**config.mk**
```make
export PLATFORM = sky130hd
export DESIGN_NAME = ps2_receiver
export DESIGN_NICKNAME = d
export VERILOG_FILES = /design/src/rtl/ps2_receiver.sv
export SDC_FILE = /design/constraint.sdc
export NUM_CORES = 1
export LEC_CHECK = 0
export BUFFER_PORTS_ARGS = -buffer_cell sky130_fd_sc_hd__buf_2
export CAP_MARGIN = 10
export CELL_PAD_IN_SITES_DETAIL_PLACEMENT = 0
export CELL_PAD_IN_SITES_GLOBAL_PLACEMENT = 1
export CORE_MARGIN = 5
export CORE_UTILIZATION = 43
export CTS_CLUSTER_DIAMETER = 80
export DETAILED_ROUTE_END_ITERATION = 8
export GPL_TIMING_DRIVEN = 0
export PLACE_DENSITY_LB_ADDON = 0.1
export SYNTH_ARGS = -nofsm -noshare
export SYNTH_HDL_FRONTEND = slang
export SYNTH_SLANG_ARGS = --single-unit
export TNS_END_PERCENT = 100
```
**constraint.sdc**
```tcl
create_clock -name CLOCK_50 -period 2.15 [get_ports CLOCK_50]
set_input_delay 0.215 -clock CLOCK_50 [delete_from_list [all_inputs] [get_ports CLOCK_50]]
set_output_delay 0.215 -clock CLOCK_50 [all_outputs]
set_load 0.1 [all_outputs]
```
**src/rtl/ps2_receiver.sv**
```systemverilog
// ps2_receiver
//
// Host-side PS/2 receiver. It oversamples ps2_clk/ps2_dat on CLOCK_50 and
// deframes 11-bit frames: start 0, 8 data bits LSB first, odd parity, stop 1.
// Good frames update rx_byte and pulse byte_valid. Rejected frames pulse
// parity_err or frame_err instead.
//
// Optional feature: define PS2_RX_KEY_DECODE_EN to compile in the scan-code
// key decoder, which handles the E0 (extended) and F0 (break) prefixes. When
// the macro is undefined, key_code, key_ext, key_break and key_valid are
// tied to 0.
//
// Parameters:
//   TIMEOUT_CYCLES  idle CLOCK_50 cycles allowed mid-frame before abort
//
// Ports:
//   CLOCK_50    in   system clock
//   resetn      in   synchronous active-low reset
//   ps2_clk     in   PS/2 clock from the device (asynchronous)
//   ps2_dat     in   PS/2 data from the device (asynchronous)
//   rx_byte     out  last good data byte; holds until the next good frame
//   byte_valid  out  one-cycle pulse when rx_byte updates
//   parity_err  out  one-cycle pulse when a frame fails odd parity
//   frame_err   out  one-cycle pulse on a bad stop bit or a mid-frame timeout
//   key_code    out  decoded key code
//   key_ext     out  decoded event was E0-prefixed
//   key_break   out  decoded event was a release (F0-prefixed)
//   key_valid   out  one-cycle pulse when the key_* outputs update
module ps2_receiver #(
  parameter int TIMEOUT_CYCLES = 50000
) (
  input  logic       CLOCK_50,
  input  logic       resetn,
  input  logic       ps2_clk,
  input  logic       ps2_dat,
  output logic [7:0] rx_byte,
  output logic       byte_valid,
  output logic       parity_err,
  output logic       frame_err,
  output logic [7:0] key_code,
  output logic       key_ext,
  output logic       key_break,
  output logic       key_valid
);

  localparam int CNT_W = $clog2(TIMEOUT_CYCLES + 1);

  typedef enum logic [1:0] {IDLE, DATA, PARITY, STOP} state_t;

  state_t           state, state_nx;
  logic [2:0]       clk_sync, dat_sync;
  logic             clk_prev;
  logic             fall, dat_bit;
  logic [7:0]       shreg, shreg_nx;
  logic [2:0]       bit_cnt, bit_cnt_nx;
  logic             par, par_nx;
  logic [CNT_W-1:0] idle_cnt, idle_cnt_nx;
  logic             load_byte, perr_nx, ferr_nx;

  // Both pins go through identical 3-stage synchronizers so that the data
  // sample stays aligned with the clock edge it belongs to. Resetting them
  // to 1 matches an idle bus, so reset itself never looks like an edge.
  always_ff @(posedge CLOCK_50) begin
    if (!resetn) begin
      clk_sync <= 3'b111;
      dat_sync <= 3'b111;
      clk_prev <= 1'b1;
    end else begin
      clk_sync <= {clk_sync[1:0], ps2_clk};
      dat_sync <= {dat_sync[1:0], ps2_dat};
      clk_prev <= clk_sync[2];
    end
  end

  assign fall    = clk_prev & ~clk_sync[2];
  assign dat_bit = dat_sync[2];

  always_comb begin
    state_nx    = state;
    shreg_nx    = shreg;
    bit_cnt_nx  = bit_cnt;
    par_nx      = par;
    idle_cnt_nx = '0;
    load_byte   = 1'b0;
    perr_nx     = 1'b0;
    ferr_nx     = 1'b0;

    if (state != IDLE) idle_cnt_nx = fall ? '0 : idle_cnt + 1'b1;

    case (state)
      IDLE: begin
        if (fall && !dat_bit) begin
          shreg_nx   = '0;
          bit_cnt_nx = '0;
          state_nx   = DATA;
        end
      end
      DATA: begin
        if (fall) begin
          shreg_nx   = {dat_bit, shreg[7:1]};
          bit_cnt_nx = bit_cnt + 3'd1;
          if (bit_cnt == 3'd7) state_nx = PARITY;
        end
      end
      PARITY: begin
        if (fall) begin
          par_nx   = dat_bit;
          state_nx = STOP;
        end
      end
      STOP: begin
        if (fall) begin
          // A missing stop bit outranks a parity failure.
          if (!dat_bit)          ferr_nx   = 1'b1;
          else if (^{shreg, par}) load_byte = 1'b1;
          else                   perr_nx   = 1'b1;
          state_nx = IDLE;
        end
      end
      default: state_nx = IDLE;
    endcase

    // Abort a stalled frame once the idle counter would reach TIMEOUT_CYCLES.
    if (state != IDLE && !fall && idle_cnt == CNT_W'(TIMEOUT_CYCLES - 1)) begin
      ferr_nx  = 1'b1;
      state_nx = IDLE;
    end
  end

  always_ff @(posedge CLOCK_50) begin
    if (!resetn) begin
      state      <= IDLE;
      shreg      <= '0;
      bit_cnt    <= '0;
      par        <= 1'b0;
      idle_cnt   <= '0;
      rx_byte    <= '0;
      byte_valid <= 1'b0;
      parity_err <= 1'b0;
      frame_err  <= 1'b0;
    end else begin
      state      <= state_nx;
      shreg      <= shreg_nx;
      bit_cnt    <= bit_cnt_nx;
      par        <= par_nx;
      idle_cnt   <= idle_cnt_nx;
      if (load_byte) rx_byte <= shreg;
      byte_valid <= load_byte;
      parity_err <= perr_nx;
      frame_err  <= ferr_nx;
    end
  end

`ifdef PS2_RX_KEY_DECODE_EN
  logic ext_flag, brk_flag;

  // E0 and F0 only arm flags; the next ordinary byte consumes them.
  always_ff @(posedge CLOCK_50) begin
    if (!resetn) begin
      ext_flag  <= 1'b0;
      brk_flag  <= 1'b0;
      key_code  <= '0;
      key_ext   <= 1'b0;
      key_break <= 1'b0;
      key_valid <= 1'b0;
    end else begin
      key_valid <= 1'b0;
      if (parity_err || frame_err) begin
        ext_flag <= 1'b0;
        brk_flag <= 1'b0;
      end else if (byte_valid) begin
        case (rx_byte)
          8'hE0: ext_flag <= 1'b1;
          8'hF0: brk_flag <= 1'b1;
          default: begin
            key_code  <= rx_byte;
            key_ext   <= ext_flag;
            key_break <= brk_flag;
            key_valid <= 1'b1;
            ext_flag  <= 1'b0;
            brk_flag  <= 1'b0;
          end
        endcase
      end
    end
  end
`else
  assign key_code  = '0;
  assign key_ext   = 1'b0;
  assign key_break = 1'b0;
  assign key_valid = 1'b0;
`endif

endmodule

```
==> impl_metrics.ini <==
[power_and_ir_drop]
power_per_cell_area_mw_per_mm2 = 757
leakage_nw = 0.970
peakVddDrop_v = 0.000387

[synth]
yosysTopAreaCellShare_pct = 44.3
avgSynthCellArea_um2 = 9.05
syn-instance-count = 240
syn_area_mm2 = 0.00217
post-synth-top-count-cell = dfxtp_1
synth_area_leaders = dfxtp_1, xnor2_1, nand2_1, mux2i_1, ha_1
yosys_warnings = 0
netlist.top_cell.by_area = dfxtp_1
synth_ff_type = dfxtp_1
synth-edff-count = 0
synthDistinctLibCells = 34
async_flop_share_pct = 0
synth_seq_area_share_pct = 44.3
ys_top_cells_by_count = dfxtp_1, nand2_1, nor2_1
ys_seq_elements = 48

[sta]
rsz0062_at_grt = false
relSlewSlack_pct = 66.6
setup_violations = 0
setup_tns_ps = 0
slew_violations = 0
fmax_ghz = 0.567
fin_skew_ps = 6.93
hold_viol_final = 0
tightestPinTransition_ps = 501
fin_crit_ps = 1760
fin_crit_sh_pct = 82.0

[clock_network]
cts_setup_buffers = 0
clock_path_buffers = 2
cts_max_level = 2
cts.sinks = 48
ctsRootBufferMaster = clkbuf_8
clk_pin_slew_ps = 90
clock_latency_ps = 300
cts_tree = built
cts_buffers = 5

[setup_path]
worstSetupStartpointType = register
required_ps = 2350
endpoint_kind = register
criticalPathCategory = register to register
worstPathArrival_ps = 1960
critPathMaxFanout = 19

[finish]
fill_cells = 487
antennaDiodeCount = 0
finish.instance_area_mm2 = 0.00248
layout.nets = 281
area_delta_synth_final_pct = 14.1
drive_gt1_share_pct = 13.7

[placement]
placed_cell_area_mm2 = 0.00236
dpl.hpwl_um = 2800
port_buffers = 14
gp_congestion = 0.760

[grt]
grt_max_degree = 17
grt_overflow = 0
grt_pass1_wl_um = 6650
grt_use_total_pct = 13.0
antenna_found_initial = 0
grt_pass1_vias = 1508

[routing]
ant_nets = 0
drtIter0Drc = 70
drc = 0
drt-total-wl_um = 3750
vias_per_cell = 4.66
drtPass1Iterations = 4
wire_per_inst_um = 11.1
vias = 1574

[die]
ios = 26
core_area_mm2 = 0.00482
start_util_pct = 45.1
row_count = 25
die_h_um = 81.1
dieWidth_um = 81.1
die_area_mm2 = 0.00657

[run_status]
outcome = complete, no violations

[job]
maxCapViolations = 0

[worst_hold_path]
min_path_type = primary input to register
==> through the flow <==
stage                     hold WS (ps)  setup WS (ps)  total power [mW]  cells  utilization, %
after global routing              84.1            135              1.97    338            51.4
after detailed placement           391           70.1              1.24    331            49.0
after floorplan                    316            380              1.19    250               -
after global placement             389           64.6              1.24    331            49.0
final                             83.5            386              1.88    338            51.4
after CTS                         69.6           37.9              1.91    339            51.4
==> report_power, final <==
part | leakage, nW | internal [mW] | switching [mW]
clock | 0.0548 | 0.350 | 0.310
sequential | 0.388 | 0.909 | 0.0155
combinational | 0.527 | 0.0726 | 0.217
==> final cells by class <==
| type | instances | area, µm² | area share (%) |
|---|---|---|---|
| plain buffers | 18 | 114 | 4.60 |
| clock buffers | 5 | 68.8 | 2.78 |
| well taps | 67 | 83.8 | 3.39 |
| repair buffers | 14 | 70.1 | 2.83 |
| clock inverters | 3 | 46.3 | 1.87 |
| inverters | 5 | 18.8 | 0.758 |
| flip-flops and latches | 48 | 961 | 38.8 |
| multi-input cells | 178 | 1110 | 45.0 |
==> final timing paths <==
path / from / end / slack [ps] / cells past startpoint
setup / recovery: state[1]$_SDFFE_PP0P_ / shreg[4]$_SDFFE_PN0P_ / 390 / 8
hold / removal: ps2_dat / dat_sync[0]$_SDFF_PN1_ / 80 / 2
setup reg to reg: state[1]$_SDFFE_PP0P_ / shreg[4]$_SDFFE_PN0P_ / 390 / 8
hold reg to reg: dat_sync[1]$_SDFF_PN1_ / dat_sync[2]$_SDFF_PN1_ / 410 / 1
==> worst max-delay path: stages, from the launching register on <==
cell	delay, ps
dfxtp_1	400
inv_1	80
ha_1	250
nand2b_1	180
a21oi_1	180
clkbuf_4	280
nor2b_1	70
a31oi_1	150
nor2b_1	60
==> metal layers <==
metal | global-route usage [%] | part of all wire (%) | vias to the layer above
met1 | 15.3 | 46 | 711
li1 | - | - | 834
met4 | 4.56 | 1.5 | 0
met3 | 3.99 | 4.2 | 4
met5 | 0 | 0 | -
met2 | 22.2 | 48 | 25
==> repair_timing <==
action / CTS / global route
gates resized for setup: 0 / 4
hold buffers: 0 / 0
endpoints found under the setup margin: 0 / 9
==> registers in the layout (all words and copies together), names as in the netlist <==
register and cells:
frame_err 1, clk_prev 1, clk_sync 3, byte_valid 1
rx_byte 8, idle_cnt 16, par 1, parity_err 1
shreg 8, state 2, bit_cnt 3, dat_sync 3
==> kinds of logic after synthesis <==
family	Yosys count	share of synthesized area (%)
muxes	9	4.15
and+or+nand+nor	107	25.5
DFF	48	44.3
AOI/OAI and AO/OA	23	6.51
adders and majority gates	7	4.03
other	1	0.173
buffers and inverters	24	6.17
xor gates and xnor gates	21	9.16
==> cells in the final DEF, fill, tap and decap left out, types with 9 or more instances in the layout <==
| cell | netlist | final |
|---|---|---|
| buf_2 | 2 | 15 |
| buf_4 | 11 | 11 |
| conb_1 | 1 | 11 |
| dfxtp_1 | 48 | 48 |
| mux2i_1 | 9 | 9 |
| nand2_1 | 26 | 26 |
| nand2b_1 | 13 | 13 |
| nand3_1 | 12 | 12 |
| nor2_1 | 22 | 22 |
| nor2b_1 | 13 | 13 |
| xnor2_1 | 13 | 13 |
No activity file was read; power rests on OpenSTA's default activity.
